===== config.mk =====
export PLATFORM = sky130hd
export DESIGN_NAME = mux_nto1_scan
export DESIGN_NICKNAME = d
export VERILOG_FILES = /design/src/rtl/mux_scan_pkg.sv /design/src/rtl/mux_nto1.sv /design/src/rtl/mux_nto1_scan.sv
export SDC_FILE = /design/constraint.sdc
export NUM_CORES = 1
export LEC_CHECK = 0
export ABC_AREA = 1
export CAP_MARGIN = 0
export CORE_MARGIN = 5
export CORE_UTILIZATION = 44
export DETAILED_ROUTE_END_ITERATION = 7
export PLACE_DENSITY = 0.78
export SLEW_MARGIN = 15
export SYNTH_ARGS = -nofsm -noshare
export SYNTH_HDL_FRONTEND = slang
export SYNTH_SLANG_ARGS = --single-unit

===== constraint.sdc =====
create_clock -name clk -period 2 [get_ports clk]
set_input_delay 0.2 -clock clk [delete_from_list [all_inputs] [get_ports clk]]
set_output_delay 0.2 -clock clk [all_outputs]
set_load 0.01 [all_outputs]

===== src/rtl/mux_scan_pkg.sv =====
// mux_scan_pkg: scan-mux state encoding and select-width helper
package mux_scan_pkg;
    typedef enum logic [1:0] {S_MAN, S_SCAN, S_HOLD} state_t;
    function automatic int sw_of(input int n);
        return (n > 1) ? $clog2(n) : 1;
    endfunction
endpackage


===== src/rtl/mux_nto1.sv =====
// mux_nto1: combinational WIDTH x NCH selector, out-of-range select yields zero
module mux_nto1 #(
    parameter int WIDTH = 3,
    parameter int NCH   = 5,
    parameter int SW    = 3
) (
    input  logic [NCH*WIDTH-1:0] i_din,
    input  logic [SW-1:0]        i_sel,
    output logic [WIDTH-1:0]     o_dout
);
    always_comb begin
        o_dout = '0;
        for (int i = 0; i < NCH; i++)
            if (i_sel == SW'(i)) o_dout = i_din[i*WIDTH +: WIDTH];
    end
endmodule


===== src/rtl/mux_nto1_scan.sv =====
// mux_nto1_scan: registered N-channel selector with manual select and dwell-timed auto-scan
module mux_nto1_scan
    import mux_scan_pkg::*;
#(
    parameter int WIDTH = 3,
    parameter int NCH   = 5,
    parameter int DWELL = 4,
    parameter int SW    = sw_of(NCH)
) (
    input  logic                 clk,
    input  logic                 rst_n,
    input  logic [NCH*WIDTH-1:0] din,
    input  logic [SW-1:0]        sel,
    input  logic                 mode,
    input  logic                 hold,
    output logic [WIDTH-1:0]     dout,
    output logic [SW-1:0]        cur_ch,
    output logic                 ch_step,
    output logic                 sel_err
);
    localparam int CW = sw_of(DWELL);
    localparam logic [CW-1:0] LAST = CW'(DWELL - 1);
    localparam logic [SW-1:0] TOP  = SW'(NCH - 1);

    state_t           r_state, w_state_nxt;
    logic [CW-1:0]    r_cnt, w_cnt_nxt;
    logic [SW-1:0]    r_cur, w_cur_nxt;
    logic [WIDTH-1:0] r_dout, w_mux;
    logic             r_step, r_err, w_err_nxt, w_sel_ok, w_man, w_adv;

    always_ff @(posedge clk or negedge rst_n)
        if (!rst_n) r_state <= S_MAN;
        else        r_state <= w_state_nxt;

    always_comb
        w_state_nxt = !mode ? S_MAN : (r_state == S_MAN) ? S_SCAN : hold ? S_HOLD : S_SCAN;

    // Manual behaviour applies both in S_MAN and on the edge that leaves scan via mode=0.
    always_comb begin
        w_sel_ok  = 32'(sel) < NCH;
        w_man     = !mode || r_state == S_MAN;
        w_adv     = !w_man && !hold && r_cnt == LAST;
        w_cnt_nxt = (w_man || w_adv) ? '0 : hold ? r_cnt : r_cnt + 1'b1;
        w_cur_nxt = w_man ? (w_sel_ok ? sel : mode ? '0 : r_cur)
                  : w_adv ? ((r_cur == TOP) ? '0 : r_cur + 1'b1) : r_cur;
        w_err_nxt = !mode && !w_sel_ok;
    end

    mux_nto1 #(.WIDTH(WIDTH), .NCH(NCH), .SW(SW)) u_mux (
        .i_din (din),
        .i_sel (w_cur_nxt),
        .o_dout(w_mux)
    );

    always_ff @(posedge clk or negedge rst_n)
        if (!rst_n) begin
            r_cnt  <= '0;
            r_cur  <= '0;
            r_dout <= '0;
            r_step <= 1'b0;
            r_err  <= 1'b0;
        end else begin
            r_cnt  <= w_cnt_nxt;
            r_cur  <= w_cur_nxt;
            r_dout <= w_err_nxt ? '0 : w_mux;
            r_step <= w_cur_nxt != r_cur;
            r_err  <= w_err_nxt;
        end

    assign dout    = r_dout;
    assign cur_ch  = r_cur;
    assign ch_step = r_step;
    assign sel_err = r_err;
endmodule


; After elaboration in Yosys (flattened, before gate mapping)
; Index checks and enable logic that the tools add are counted.
[op_classes]
n_lt_le_gt_ge = 1
addsub = 2
reduce_logical = 11
mux = 16
eq_ne = 8
[ops]
columns = op, count
row1 = 3-bit two-way mux, 11
row2 = 2-bit two-way mux, 5
row3 = 3-bit by 2-bit == test with 1-bit output (second input constant), 2
row4 = 3-bit == test (second input constant), 2
row5 = 1-bit logical NOT, 4
row6 = 3-bit by 1-bit adder with 3-bit output (second input constant), 1
row7 = 3-bit by 1-bit == test with 1-bit output (second input constant), 1
row8 = 1-bit logical AND, 3
row9 = 3-bit logical NOT, 1
row10 = 3-bit < comparator (second input constant), 1
row11 = 3-bit != test, 1
row12 = 2-bit by 1-bit adder with 2-bit output (second input constant), 1
row13 = 2-bit == test (second input constant), 1
row14 = 2-bit logical NOT, 1
row15 = 1-bit logical OR, 2
row16 = 2-bit by 1-bit != test with 1-bit output (second input constant), 1
[totals]
reg_bits = 12
wordCells = 44
inputBits = 22
out_inout_bits = 8

; Depth between registers and ports, before layout
; Gate-level depths: netlist of run 1.
[logic_depth]
depth_word = 14
mapped_depth = 13
depth_no_buf = 13

; Cells and area by module
; From an unflattened synthesis of run 1, not the netlist that was laid out.
[hier_totals]
cells_unflattened = 120
area_unflattened_um2 = 808.3
[modules_own_cells]
columns = mod, seq_area_each_um2, n_inst, area_each_um2, cells_each
row1 = mux_nto1_scan, 300.3, 1, 656.9, 86
row2 = mux_nto1, 0.0, 1, 151.4, 34

; Worst setup path after synthesis of run 1
; OpenSTA, ideal clock, no wires.
[synth_timing]
kind = register -> register
from = register r_cur[0], in the netlist cur_ch[0]
to = register r_dout[0], in the netlist dout[0]
arrival_ps = 1523
stages_incl_launch_ff = 11
synth_period_minus_slack_ps = 1646
setup_ps = 123
t_required_ps = 1877
n_path_buf = 0
setup_slack_ps = 354
path_cell_list = dfrtp_1 > inv_1 > ha_1 > nand2_1 > nand2_1 > nand2_1 > nand3_2 > nand2_4 > nand3b_2 > o21ai_0 > a21oi_1
[synth_via]
elab_chain_len = 11
word_cells_on_any_way = 18
cone_classes = add/sub: 1 / eq/ne: 5 / mux: 11 / reduce/logical: 1
[synth_rtl]
columns = item, line_no
row1 = "start, declared", mux_nto1_scan.sv:27  ; logic [SW-1:0] r_cur, w_cur_nxt;
row2 = "start signal, assigned", mux_nto1_scan.sv:64  ; r_cur <= w_cur_nxt;
row3 = 3-bit by 1-bit adder with 3-bit output / 3-bit == test (equally long branches), mux_nto1_scan.sv:45  ; : w_adv ? ((r_cur == TOP) ? '0 : r_cur + 1'b1) : r_cur;
row4 = 3-bit two-way mux (2 in series), mux_nto1_scan.sv:45
row5 = 3-bit two-way mux *, mux_nto1_scan.sv:44  ; w_cur_nxt = w_man ? (w_sel_ok ? sel : mode ? '0 : r_cur)
row6 = named net u_mux.i_sel[0], mux_nto1.sv:8  ; input logic [SW-1:0] i_sel,
row7 = 3-bit logical NOT, mux_nto1.sv:14  ; if (i_sel == SW'(i)) o_dout = i_din[i*WIDTH +: WIDTH];
row8 = 3-bit two-way mux (4 in series), mux_nto1.sv:14
row9 = 3-bit two-way mux *, mux_nto1.sv:14
row10 = 3-bit two-way mux *, mux_nto1_scan.sv:65  ; r_dout <= w_err_nxt ? '0 : w_mux;
row11 = "end signal, assigned", mux_nto1_scan.sv:65
row12 = "end, declared", mux_nto1_scan.sv:28  ; logic [WIDTH-1:0] r_dout, w_mux;
; Mark *: on every way through the listed nets, which the timed path passes. The rest lies on a longest branch.
; A chain may end at the register's enable or synchronous reset.

; Worst setup path after layout of run 1
[layout_timing]
from = register r_cur[0], in the netlist cur_ch[0]
to = register r_dout[1], in the netlist dout[1]
; The elaborated chain is that of the path after synthesis.

==> flow_summary_export.csv, run 1 <==
group,metric,value,unit
run_status,outcome,"finished clean",
floorplan,ioPinCount,30,
final_layout,syn_to_final_growth,41.8,%
synthesis,seq_area_frac_synth,34.8,%
critical_path,ff2ff_setup_slack,150,ps
clock_tree,cts_tree,"built",
synthesis,yosys.area.top_type,"dfrtp_1",
clock_tree,post-cts-setup-buffer-count,0,
synthesis,yosys-top-cells-area,"dfrtp_1 35%, nand2_1 14%, nand3_1 7.0%",
global_routing,antenna_found_initial,0,
sta,min_period,1850,ps
synthesis,synth.avg_cell_area,7.24,um^2
detailed_routing,drc_errors,0,
power_and_ir_drop,irDropWorstVdd,325,uV
critical_path,cp.depth,10,
synthesis,synth.distinct_cells,22,
placed_design,dp.cells,175,
global_routing,grt_pass1_vias,886,
critical_path,r2r_cells,10,
final_layout,drive_above_1_share,11.2,%
synthesis,syn-num-nets,144,
floorplan,start_util,44.9,%
critical_path,cp-startpoint,"cur_ch[0]",
critical_path,critPathKind,"flip-flop to flip-flop",
power_and_ir_drop,p_leak,0.606,nW
sta,report.final.setup_viol,0,
critical_path,r2r-end,"dout[1]",
detailed_routing,routed_via_density,4.89,
hold_path,hold_class,"input pin to async pin",
final_layout,diodes,0,
final_layout,finalNonFillerCells,179,
floorplan,die_w,54.3,um
final_layout,seqCellArea,300,um^2
placed_design,gp_congestion,0.896,
global_routing,grt_pass1_wl,3440,um
floorplan,die_h,54.3,um
critical_path,start_kind,"flip-flop",
sta,finalClockSkew,7.59,ps
sta,period_share,92.3,%
power_and_ir_drop,power_density,642,nW/um^2
floorplan,die_area,2940,um^2
critical_path,rr_startpoint,"cur_ch[0]",
sta,fin_setup_tns,0,ps
global_routing,grt_usage,16.2,%
clock_tree,numClockSinks,12,
clock_tree,clk_pin_slew,80,ps
final_layout,final_nets,178,
critical_path,arrival,2000,ps
synthesis,synth.cell_area,862,um^2
final_layout,utilization,63.6,%
floorplan,core,1920,um^2
sta,rsz0062_at_grt,"no",
detailed_routing,drt_pre_antenna_iters,4,
synthesis,ys_ff_latch,12,
sta,hold_viol,0,
global_routing,overflow,0,
clock_tree,root_buffer,"clkbuf_4",
synthesis,yosysWarnings,0,
critical_path,crit_slowest_cell,"dfrtp_1",
clock_tree,clk_latency,280,ps
sta,slew_violations,0,
sta,fmax,0.542,GHz
detailed_routing,drt-initial-drc-count,14,
synthesis,syn_inst,119,
critical_path,path_common_cell,"nand2_1",
clock_tree,htreeDepth,1,
critical_path,worstPathBufferInverterCount,1,
final_layout,multi_input_area,505,um^2
detailed_routing,wl_per_cell,11.3,um
critical_path,cpPeakStageDelay,410,ps
detailed_routing,via_count,876,
clock_tree,clock_path_buffers,2,
sta,relSlewSlack,62.7,%
critical_path,path_delay_family,"simple AND/OR/NAND/NOR gates",
job,max_cap_viol_count,0,
detailed_routing,totalWireLength,2020,um
critical_path,crit_path_end_kind,"flip-flop",
clock_tree,cts_hold_buf,0,
clock_tree,cts_made_buffers,3,
detailed_routing,antenna_left,0,
clock_tree,cts-resized-gates,0,
global_routing,grt_max_degree,13,
floorplan,row_count,16,
critical_path,crit_end,"dout[1]",
sta,worst_pin_slew,558,ps
synthesis,synth_top_cell_area_share,34.8,%
critical_path,required,2160,ps
placed_design,dp_hpwl,1720,um
critical_path,cp_max_fo,9,
critical_path,crit_chain,"inv_1 -> ha_1 -> nand2_1 -> nand2_1 -> nand2_1 -> nand3_2 -> nand2_4 -> nand3b_2 -> o21ai_0 -> a21oi_1",
final_layout,fill_cells,183,
placed_design,port_buffers,29,
[kinds of logic after synthesis]
| kind of cell | Yosys count | share of synthesized area (%) |
|---|---|---|
| AOI/OAI and AO/OA | 15 | 9.29 |
| xor gates and xnor gates | 4 | 4.06 |
| adders and majority gates | 3 | 4.35 |
| buffers and inverters | 15 | 6.53 |
| DFF | 12 | 34.8 |
| and+or+nand+nor | 70 | 40.9 |
[per-stage QoR]
step	cell area [um^2]	setup WS (ps)	hold WS [ps]	power [W]
after detailed placement	1190	80.4	481	0.000595
after global routing	1220	1.03	318	0.000837
after floorplan	862	354	-95.6	0.000456
final	1220	154	274	0.000785
after CTS	1220	160	285	0.000792
after global placement	1190	135	475	0.000588
[sequential cells by signal (all words and copies together), names as in the netlist]
signal   count
sel_err      1
r_state      2
cur_ch       3
r_cnt        2
ch_step      1
dout         3
[cell type report]
class | count | share of cell area (%)
multi-input cells | 92 | 41.4
flip-flops and latches | 12 | 24.6
repair buffers | 29 | 23.7
inverters | 15 | 4.61
clock buffers | 4 | 2.97
well taps | 27 | 2.76
[per-layer routing]
layer	up-vias	GRT usage (%)	wire, um
li1	451	-	-
met1	396	17.9	814
met2	25	29.9	1080
met3	4	3.27	94
met4	0	6.22	31
met5	-	0	0
[worst min path at each step]
stage / to / slack, ps / start
final: r_state[1] / 270 / rst_n
after global routing: r_cnt[0] / 320 / rst_n
after CTS: r_state[1] / 290 / rst_n
after detailed placement: r_cnt[1] / 480 / r_cnt[1]
after global placement: r_cnt[1] / 480 / r_cnt[1]
after floorplan: ch_step / -100 / rst_n
[cell usage after synthesis]
library cell  number
nand2_1           33
inv_1             13
dfrtp_1           12
nand3_1           12
nor2_1            11
o21ai_0            6
a21oi_1            5
xor2_1             4
ha_1               3
nand2_2            3
nand3b_1           3
inv_2              2
nor2_4             2
o21ai_1            2
nand2_4            1
nand3_2            1
nand3b_2           1
nor2_2             1
nor2_8             1
nor3_1             1
o21ai_2            1
o22ai_1            1
[placed cells by master (no fill, tap or decap), types with 4 or more instances in the layout]
| cell | count |
|---|---|
| nand2_1 | 33 |
| clkdlybuf4s50_1 | 29 |
| inv_1 | 13 |
| nand3_1 | 12 |
| dfrtp_1 | 12 |
| nor2_1 | 11 |
| o21ai_0 | 6 |
| a21oi_1 | 5 |
| xor2_1 | 4 |
[power by group]
group / internal, W / switching (W)
logic: 0.000145 / 0.000150
registers: 0.000274 / 0.0000182
clock network: 0.000111 / 0.0000871
total: 0.000530 / 0.000255
(Power assumes the default switching activity.)
==> run 2, diff against run 1 <==
--- a/config.mk
+++ b/config.mk
@@ -11,6 +11,7 @@
 export CORE_UTILIZATION = 44
 export DETAILED_ROUTE_END_ITERATION = 7
 export PLACE_DENSITY = 0.78
+export SKIP_LAST_GASP = 1
 export SLEW_MARGIN = 15
 export SYNTH_ARGS = -nofsm -noshare
 export SYNTH_HDL_FRONTEND = slang
==> results of run 2 <==
The final DEF is identical to that of run 1; final timing and power are the same.
